File: src/rtl/switch_control.sv
// Per-output round-robin switch allocator: sanitises one-hot output requests,
// arbitrates each enabled output independently and registers the grants.

module switch_control_arb #(
  parameter int N = 5,
  parameter int W = 3
) (
  input  logic         clk,
  input  logic         reset_n,
  input  logic         en,
  input  logic [0:N-1] req,
  output logic         win_vld,
  output logic [W-1:0] win_idx
);
  logic [W-1:0] ptr_q, ptr_d;
  int t;

  always_comb begin
    win_vld = 1'b0;
    win_idx = '0;
    ptr_d   = ptr_q;
    t       = 0;
    // Scan from furthest to nearest so the nearest candidate at/after ptr wins.
    for (int k = N-1; k >= 0; k--) begin
      t = int'(ptr_q) + k;
      if (t >= N) t = t - N;
      if (en && req[t]) begin
        win_vld = 1'b1;
        win_idx = W'(t);
      end
    end
    if (win_vld)
      ptr_d = (int'(win_idx) == N-1) ? '0 : W'(int'(win_idx) + 1);
  end

  always_ff @(posedge clk or negedge reset_n) begin
    if (!reset_n) ptr_q <= '0;
    else          ptr_q <= ptr_d;
  end
endmodule

module switch_control #(
  parameter int N = 5,
  parameter int M = 5,
  localparam int W = (N > 1) ? $clog2(N) : 1
) (
  input  logic                 clk,
  input  logic                 reset_n,
  input  logic [0:N-1][0:M-1]  i_output_req,
  input  logic [0:M-1]         i_en,
  output logic [0:N-1][0:M-1]  o_output_grant,
  output logic [0:M-1][W-1:0]  o_output_sel,
  output logic [0:M-1]         o_output_val,
  output logic [0:N-1]         o_input_grant
);
  logic [0:N-1][0:M-1] eff_req;
  logic [0:M-1][0:N-1] col_req;
  logic [0:M-1]        win_vld;
  logic [0:M-1][W-1:0] win_idx;

  logic [0:N-1][0:M-1] grant_d, grant_q;
  logic [0:M-1][W-1:0] sel_d, sel_q;
  logic [0:M-1]        val_d, val_q;
  logic [0:N-1]        igrant_d, igrant_q;

  // Keep only the lowest-index requested output per input; this alone makes
  // input-side grants unique, so no second allocation pass is needed.
  always_comb begin
    eff_req = '0;
    for (int i = 0; i < N; i++)
      for (int j = M-1; j >= 0; j--)
        if (i_output_req[i][j]) begin
          eff_req[i]    = '0;
          eff_req[i][j] = 1'b1;
        end
  end

  for (genvar j = 0; j < M; j++) begin : g_out
    for (genvar i = 0; i < N; i++) begin : g_col
      assign col_req[j][i] = eff_req[i][j];
    end
    switch_control_arb #(.N(N), .W(W)) u_arb (
      .clk     (clk),
      .reset_n (reset_n),
      .en      (i_en[j]),
      .req     (col_req[j]),
      .win_vld (win_vld[j]),
      .win_idx (win_idx[j])
    );
  end

  always_comb begin
    grant_d  = '0;
    sel_d    = '0;
    val_d    = win_vld;
    igrant_d = '0;
    for (int j = 0; j < M; j++)
      if (win_vld[j]) begin
        grant_d[win_idx[j]][j] = 1'b1;
        sel_d[j]               = win_idx[j];
      end
    for (int i = 0; i < N; i++)
      igrant_d[i] = |grant_d[i];
  end

  always_ff @(posedge clk or negedge reset_n) begin
    if (!reset_n) begin
      grant_q  <= '0;
      sel_q    <= '0;
      val_q    <= '0;
      igrant_q <= '0;
    end else begin
      grant_q  <= grant_d;
      sel_q    <= sel_d;
      val_q    <= val_d;
      igrant_q <= igrant_d;
    end
  end

  assign o_output_grant = grant_q;
  assign o_output_sel   = sel_q;
  assign o_output_val   = val_q;
  assign o_input_grant  = igrant_q;
endmodule

File: config.mk
export PLATFORM = sky130hd
export DESIGN_NAME = switch_control
export DESIGN_NICKNAME = d
export VERILOG_FILES = /design/src/rtl/switch_control.sv
export SDC_FILE = /design/constraint.sdc
export NUM_CORES = 1
export LEC_CHECK = 0
export ABC_AREA = 1
export BUFFER_PORTS_ARGS = -buffer_cell sky130_fd_sc_hd__buf_2
export CORE_ASPECT_RATIO = 0.7
export CORE_UTILIZATION = 25
export DETAILED_ROUTE_END_ITERATION = 10
export GPL_TIMING_DRIVEN = 0
export HOLD_SLACK_MARGIN = 0.12
export SETUP_SLACK_MARGIN = 0.4
export SKIP_LAST_GASP = 1
export SLEW_MARGIN = 20
export SYNTH_ARGS = -nofsm -noshare
export SYNTH_HDL_FRONTEND = slang
export SYNTH_HIERARCHICAL = 1
export SYNTH_SLANG_ARGS = --single-unit
export TNS_END_PERCENT = 50
File: constraint.sdc
create_clock -name clk -period 3.7 [get_ports clk]
set_clock_uncertainty 0.15 [all_clocks]
set_input_delay 0.185 -clock clk [delete_from_list [all_inputs] [get_ports clk]]
set_output_delay 0.185 -clock clk [all_outputs]
set_load 0.02 [all_outputs]
==> run_results.csv, run 1 <==
group,metric,value,unit
logic_synthesis,syn_inst,1239,
placed_design,gp_congestion,0.869,
cts,cts_max_level,3,
floorplan,initial_utilization,25.6,%
cts,worstSkewPairLatency,350,ps
floorplan,boundaryPins,82,
sta,fin_ws,404,ps
global_routing,grt_use_total,15.3,%
job,drv_cap,0,
logic_synthesis,netlist_area,7750,um2
sta,finalSetupViolations,0,
logic_synthesis,yosys-top-cells-area,"dfrtp_1 21%, nand2_1 19%, ha_1 11%, inv_1 11%, nand3_1 7.8%",
critical_path,start_kind,"flip-flop",
cts,ctsLongestPathBuffers,2,
placed_design,place_area,8690,um2
detailed_routing,drcViolationCount,0,
final_layout,multi_input_comb_area,6370,um2
final_layout,final_area,11300,um2
sta,slew_headroom,43.1,%
detailed_routing,drt_iter0_drc,547,
critical_path,cp_max_fo,4,
final_layout,layout-drive-gt1-share,39.9,%
critical_path,cp.required,3830,ps
global_routing,grt_max_degree,34,
sta,period_share,89.1,%
placed_design,dp_hpwl,18800,um
logic_synthesis,ys_seq_area_share,21.0,%
logic_synthesis,synth_cell_type_count,31,
critical_path,cpMostUsedCell,"nor2_4",
sta,period_minus_slack,3300,ps
cts,cts_inserted_buffers,9,
cts,cts-root-buf,"clkbuf_16",
final_layout,mostFrequentLayoutCell,"nand2_1",
cts,cts_sinks,65,
critical_path,path_class,"reg2reg",
final_layout,area_delta_synth_final,46.4,%
critical_path,arrival,3420,ps
sta,whs,176,ps
detailed_routing,drt-pass1-iter-count,5,
cts,cts_tree,"built",
sta,slew_violations,0,
detailed_routing,vias,8604,
final_layout,mostFrequentLayoutCells,"302 x nand2_1, 174 x inv_1, 106 x nand3_1",
floorplan,fp-row-count,53,
placed_design,numPortBuffers,81,
critical_path,cp-end-kind,"flip-flop",
critical_path,crit_chain,"clkinvlp_4, ha_4, inv_4, ha_4, nor2_4, nor2_4, nand2_1, o21ai_2, o21ai_1, a21oi_1, o21ai_1, nor2_2, inv_2, or2_0, nand2_2, inv_2, inv_1, nand2_2, nor2_1, nor2_4, nand2_1",
final_layout,utilization,37.5,%
detailed_routing,via_per_inst,4.62,
logic_synthesis,netlist.area_leader.share,21.0,%
floorplan,die_h,149,um
logic_synthesis,yosys.area.top_type,"dfrtp_1",
global_routing,grt_pass1_vias,7467,
floorplan,fp.dieW,212,um
critical_path,cp_slowest_cell,"dfrtp_2",
critical_path,ff2ff_setup_slack,400,ps
final_layout,diodes,0,
detailed_routing,wirelength,26300,um
global_routing,grt_overflow,0,
critical_path,reg2reg_depth,21,
detailed_routing,ant_nets,0,
sta,rsz0062_at_grt,"yes",
logic_synthesis,syn_area_per_cell,6.25,um2
placed_design,dp_worst_setup_slack,-387,ps
logic_synthesis,yosysWarnings,6,
final_layout,final-seq-area,1650,um2
global_routing,grt_antenna_before_repair,0,
critical_path,reg2reg_from,"g_out[0].u_arb/ptr_q[1]$_DFFE_PN0P_",
sta,max_freq,303,MHz
sta,tightest_slew,848,ps
cts,cts.clk_slew.worst_paths,60,ps
floorplan,core_area,30200,um2
logic_synthesis,ys_ff_latch,65,
critical_path,slowest_delay,420,ps
run_status,run_status,"finished, final reports clean",
critical_path,r2r_end,"o_input_grant[0]$_DFF_PN0_",
final_layout,final_nets,1554,
global_routing,grt_pass1_wl,38400,um
floorplan,die_area,31700,um2
final_layout,fillers,3139,
detailed_routing,wl_per_cell,14.1,um
sta,hold_viol_final,0,
logic_synthesis,synth.net_count,1346,
hold_path,min_path_type,"in2async",
-- cell families after synthesis --
logic type,after synthesis,synth area share (%)
adder cells (fa/ha/maj),75,12.6
AND/OR/NAND/NOR,665,38.7
XOR/XNOR,15,2.18
buffers and inverters,253,12.6
flip-flops,65,21.0
AO/OA/AOI/OAI,166,13.0
-- state kept, by name, indices dropped and copies added, names as in the netlist --
| name | count |
|---|---|
| o_output_sel | 15 |
| o_input_grant | 5 |
| o_output_grant | 25 |
| g_out.u_arb/ptr_q | 15 |
| o_output_val | 5 |
-- stage by stage --
stage | std cells | TNS, ps
2_1_floorplan | 1239 | 0
3_3_place_gp | 1732 | -3510
3_5_place_dp | 1733 | -3990
4_1_cts | 1806 | 0
5_1_grt | 1864 | 0
6_report | 1864 | 0
-- cell usage after synthesis (all sizes together) --
master and n:
o21bai 10, a21oi 36, nand2 403, nand4 5, inv 238, a21o 5, xor2 15, nor2 85
dfrtp 65, clkinv 5, nor3 11, ha 70, nand3b 15, a22oi 5, o21ai 90, o22ai 5
clkbuf 5, nand3 141, o211ai 15, buf 5, or2 5, fa 5
-- area by class of cell --
| type | count | share of cell area, % |
|---|---|---|
| clock inverters | 7 | 0.683 |
| plain buffers | 10 | 0.893 |
| repair buffers | 197 | 12.4 |
| flip-flops and latches | 65 | 14.5 |
| inverters | 243 | 8.87 |
| well taps | 412 | 4.54 |
| clock buffers | 9 | 1.98 |
| multi-input cells | 921 | 56.1 |
-- per-layer routing --
layer	vias to the layer above	track usage, %	routed length, um
met5	-	0	0
met4	0	4.46	588
met3	37	2.08	1210
met2	229	23.8	12100
met1	4028	22.0	12300
li1	4310	-	-
-- worst max-delay path: cells and delay by family (launching register included) --
family	cells	cell delay, ps
AND/OR/NAND/NOR	10	1420
buffers and inverters	5	460
flip-flops	1	420
adder cells (fa/ha/maj)	2	380
AO/OA/AOI/OAI	4	380
-- worst max path at each step --
stage                                        start                             endpoint  depth (start not counted)
3_3_place_gp   g_out[3].u_arb/ptr_q[0]$_DFFE_PN0P_           o_input_grant[0]$_DFF_PN0_                         19
2_1_floorplan  g_out[2].u_arb/ptr_q[0]$_DFFE_PN0P_  g_out[2].u_arb/ptr_q[1]$_DFFE_PN0P_                         18
4_1_cts        g_out[4].u_arb/ptr_q[1]$_DFFE_PN0P_           o_input_grant[2]$_DFF_PN0_                         21
6_report       g_out[0].u_arb/ptr_q[1]$_DFFE_PN0P_           o_input_grant[0]$_DFF_PN0_                         21
5_1_grt        g_out[0].u_arb/ptr_q[1]$_DFFE_PN0P_           o_input_grant[0]$_DFF_PN0_                         21
3_5_place_dp   g_out[3].u_arb/ptr_q[0]$_DFFE_PN0P_           o_input_grant[0]$_DFF_PN0_                         19
-- what timing repair did --
item | in CTS | in global routing
hold buffers | 1 | 0
endpoints found under the hold margin | 65 | 0
resized for setup | 114 | 327
pin swaps | 29 | 135
setup buffers | 56 | 58
endpoints found under the setup margin | 58 | 46
Power of run 1 is left out: the tool's default activity adds up to more than one toggle a clock period on the data nets, which glitch-free logic cannot reach.
==> run 2, diff against run 1 <==
--- a/config.mk
+++ b/config.mk
@@ -7,11 +7,13 @@
 export LEC_CHECK = 0
 export ABC_AREA = 1
 export BUFFER_PORTS_ARGS = -buffer_cell sky130_fd_sc_hd__buf_2
+export CAP_MARGIN = 20
 export CORE_ASPECT_RATIO = 0.7
 export CORE_UTILIZATION = 25
 export DETAILED_ROUTE_END_ITERATION = 10
 export GPL_TIMING_DRIVEN = 0
 export HOLD_SLACK_MARGIN = 0.12
+export REMOVE_ABC_BUFFERS = 1
 export SETUP_SLACK_MARGIN = 0.4
 export SKIP_LAST_GASP = 1
 export SLEW_MARGIN = 20
==> run_results.csv, run 2 (synthesized netlist as in run 1, its figures left out) <==
group,metric,value,unit
placed_design,gp_congestion,0.929,
critical_path,r2r_end,"g_out[4].u_arb/ptr_q[2]$_DFFE_PN0P_",
cts,ctsLongestPathBuffers,2,
global_routing,grt_pass1_vias,7411,
sta,slew_violations,0,
final_layout,final_nets,1546,
sta,rsz0062_at_grt,"yes",
sta,period_share,90.5,%
placed_design,numPortBuffers,81,
floorplan,fp.dieW,212,um
detailed_routing,drt-pass1-iter-count,5,
cts,cts-root-buf,"clkbuf_16",
detailed_routing,drcViolationCount,0,
detailed_routing,wirelength,25000,um
detailed_routing,ant_nets,0,
critical_path,path_class,"reg2reg",
critical_path,cp.required,3780,ps
hold_path,min_path_type,"in2async",
sta,tightest_slew,817,ps
critical_path,ff2ff_setup_slack,350,ps
detailed_routing,via_per_inst,4.57,
detailed_routing,wl_per_cell,13.5,um
global_routing,grt_pass1_wl,37400,um
floorplan,die_area,31700,um2
global_routing,grt_use_total,14.8,%
final_layout,mostFrequentLayoutCell,"nand2_1",
critical_path,start_kind,"flip-flop",
sta,hold_viol_final,0,
sta,finalSetupViolations,0,
cts,worstSkewPairLatency,340,ps
floorplan,boundaryPins,82,
global_routing,grt_max_degree,45,
final_layout,layout-drive-gt1-share,38.8,%
global_routing,grt_antenna_before_repair,1,
cts,cts_tree,"built",
cts,cts_max_level,3,
final_layout,area_delta_synth_final,43.4,%
cts,cts_sinks,65,
sta,slew_headroom,45.1,%
job,drv_cap,0,
final_layout,mostFrequentLayoutCells,"317 x nand2_1, 177 x inv_1, 101 x buf_4",
floorplan,die_h,149,um
floorplan,fp-row-count,53,
run_status,run_status,"finished, final reports clean",
critical_path,reg2reg_from,"g_out[4].u_arb/ptr_q[1]$_DFFE_PN0P_",
final_layout,largest_reg_flops,25,
floorplan,initial_utilization,25.6,%
floorplan,core_area,30200,um2
critical_path,cp-end-kind,"flip-flop",
placed_design,place_area,8640,um2
critical_path,cp_max_fo,7,
placed_design,dp_hpwl,18100,um
sta,max_freq,299,MHz
cts,cts_inserted_buffers,9,
final_layout,fillers,3144,
detailed_routing,drt_iter0_drc,532,
cts,cts.clk_slew.worst_paths,60,ps
detailed_routing,vias,8493,
final_layout,utilization,36.8,%
global_routing,grt_overflow,0,
critical_path,reg2reg_depth,21,
critical_path,arrival,3430,ps
final_layout,final_area,11100,um2
sta,period_minus_slack,3350,ps
[run 2: changes by cell type in the layout (fill, tap and decap cells not counted), moves of 4 or more]
cell     change
nand3_2      +5
o21ai_0      +4
ha_2         +5
nor2_4       -9
nand2_1     +15
nor2_1       +9
nand3_1      -7
buf_12       -5
nand2_2      -6
nand2_4      -9
o21ai_1      -8
o21ai_2      +5
[run 2: layout make-up]
type | count | area (um2) | share of cell area [%]
tap | 412 | 515 | 4.64
timing repair buffer | 199 | 1400 | 12.6
clock inverter | 7 | 53.8 | 0.484
clock buffer | 9 | 225 | 2.03
inverter | 243 | 991 | 8.91
multi-input combinational | 921 | 6280 | 56.5
sequential | 65 | 1650 | 14.8
antenna | 1 | 2.50 | 0.0225
[run 2: worst max-delay path, cell delays in order, from the launching register on]
cell	delay, ps
dfrtp_2	440
clkinvlp_4	250
ha_4	240
inv_4	70
ha_4	140
nor2_4	40
nor2_4	230
xor2_4	240
o21ai_1	80
a21oi_1	140
o21ai_1	90
nor2_2	150
inv_2	60
nand2_1	60
inv_1	40
a22oi_2	280
ha_2	270
nand2_1	60
nand2_1	60
inv_1	30
nand2_1	40
nand2_1	40
[run 2: worst max path at each step]
stage	from	endpoint	slack (ps)	cells after the start
final	g_out[4].u_arb/ptr_q[1]$_DFFE_PN0P_	g_out[4].u_arb/ptr_q[2]$_DFFE_PN0P_	350	21
after global routing	g_out[3].u_arb/ptr_q[1]$_DFFE_PN0P_	o_input_grant[2]$_DFF_PN0_	130	22
after CTS	g_out[4].u_arb/ptr_q[1]$_DFFE_PN0P_	g_out[4].u_arb/ptr_q[1]$_DFFE_PN0P_	390	19
after detailed placement	g_out[2].u_arb/ptr_q[0]$_DFFE_PN0P_	o_input_grant[4]$_DFF_PN0_	-770	19
after global placement	g_out[2].u_arb/ptr_q[0]$_DFFE_PN0P_	o_input_grant[4]$_DFF_PN0_	-760	18
after floorplan	g_out[2].u_arb/ptr_q[0]$_DFFE_PN0P_	g_out[2].u_arb/ptr_q[1]$_DFFE_PN0P_	120	17
[run 2: timing repair]
item                                    CTS  global route
endpoints found under the setup margin   65            51
hold buffers                              1             0
endpoints found under the hold margin    65             0
pin swaps                                24           110
cloned                                    0             0
gates resized for setup                 123           272
buffers inserted                         49            67
[run 2: metrics by stage]
stage / cells / setup TNS, ps / hold slack, ps / setup WS [ps]
floorplan: 1229 / 0 / -261 / 122
global placement: 1722 / -22490 / 457 / -756
detailed placement: 1723 / -23510 / -47.5 / -766
CTS: 1789 / 0 / 139 / 389
global route: 1856 / 0 / 176 / 133
finish: 1857 / 0 / 143 / 352
[run 2: routing by layer]
metal | routed length, um | vias to the layer above | global-route usage (%) | part of all wire (%)
met1 | 11700 | 3945 | 21.1 | 47
met3 | 1260 | 21 | 1.66 | 5.0
met4 | 371 | 0 | 3.74 | 1.5
li1 | - | 4312 | - | -
met5 | 0 | - | 0 | 0
met2 | 11700 | 215 | 23.4 | 47
Power of run 2 is left out for the same reason.
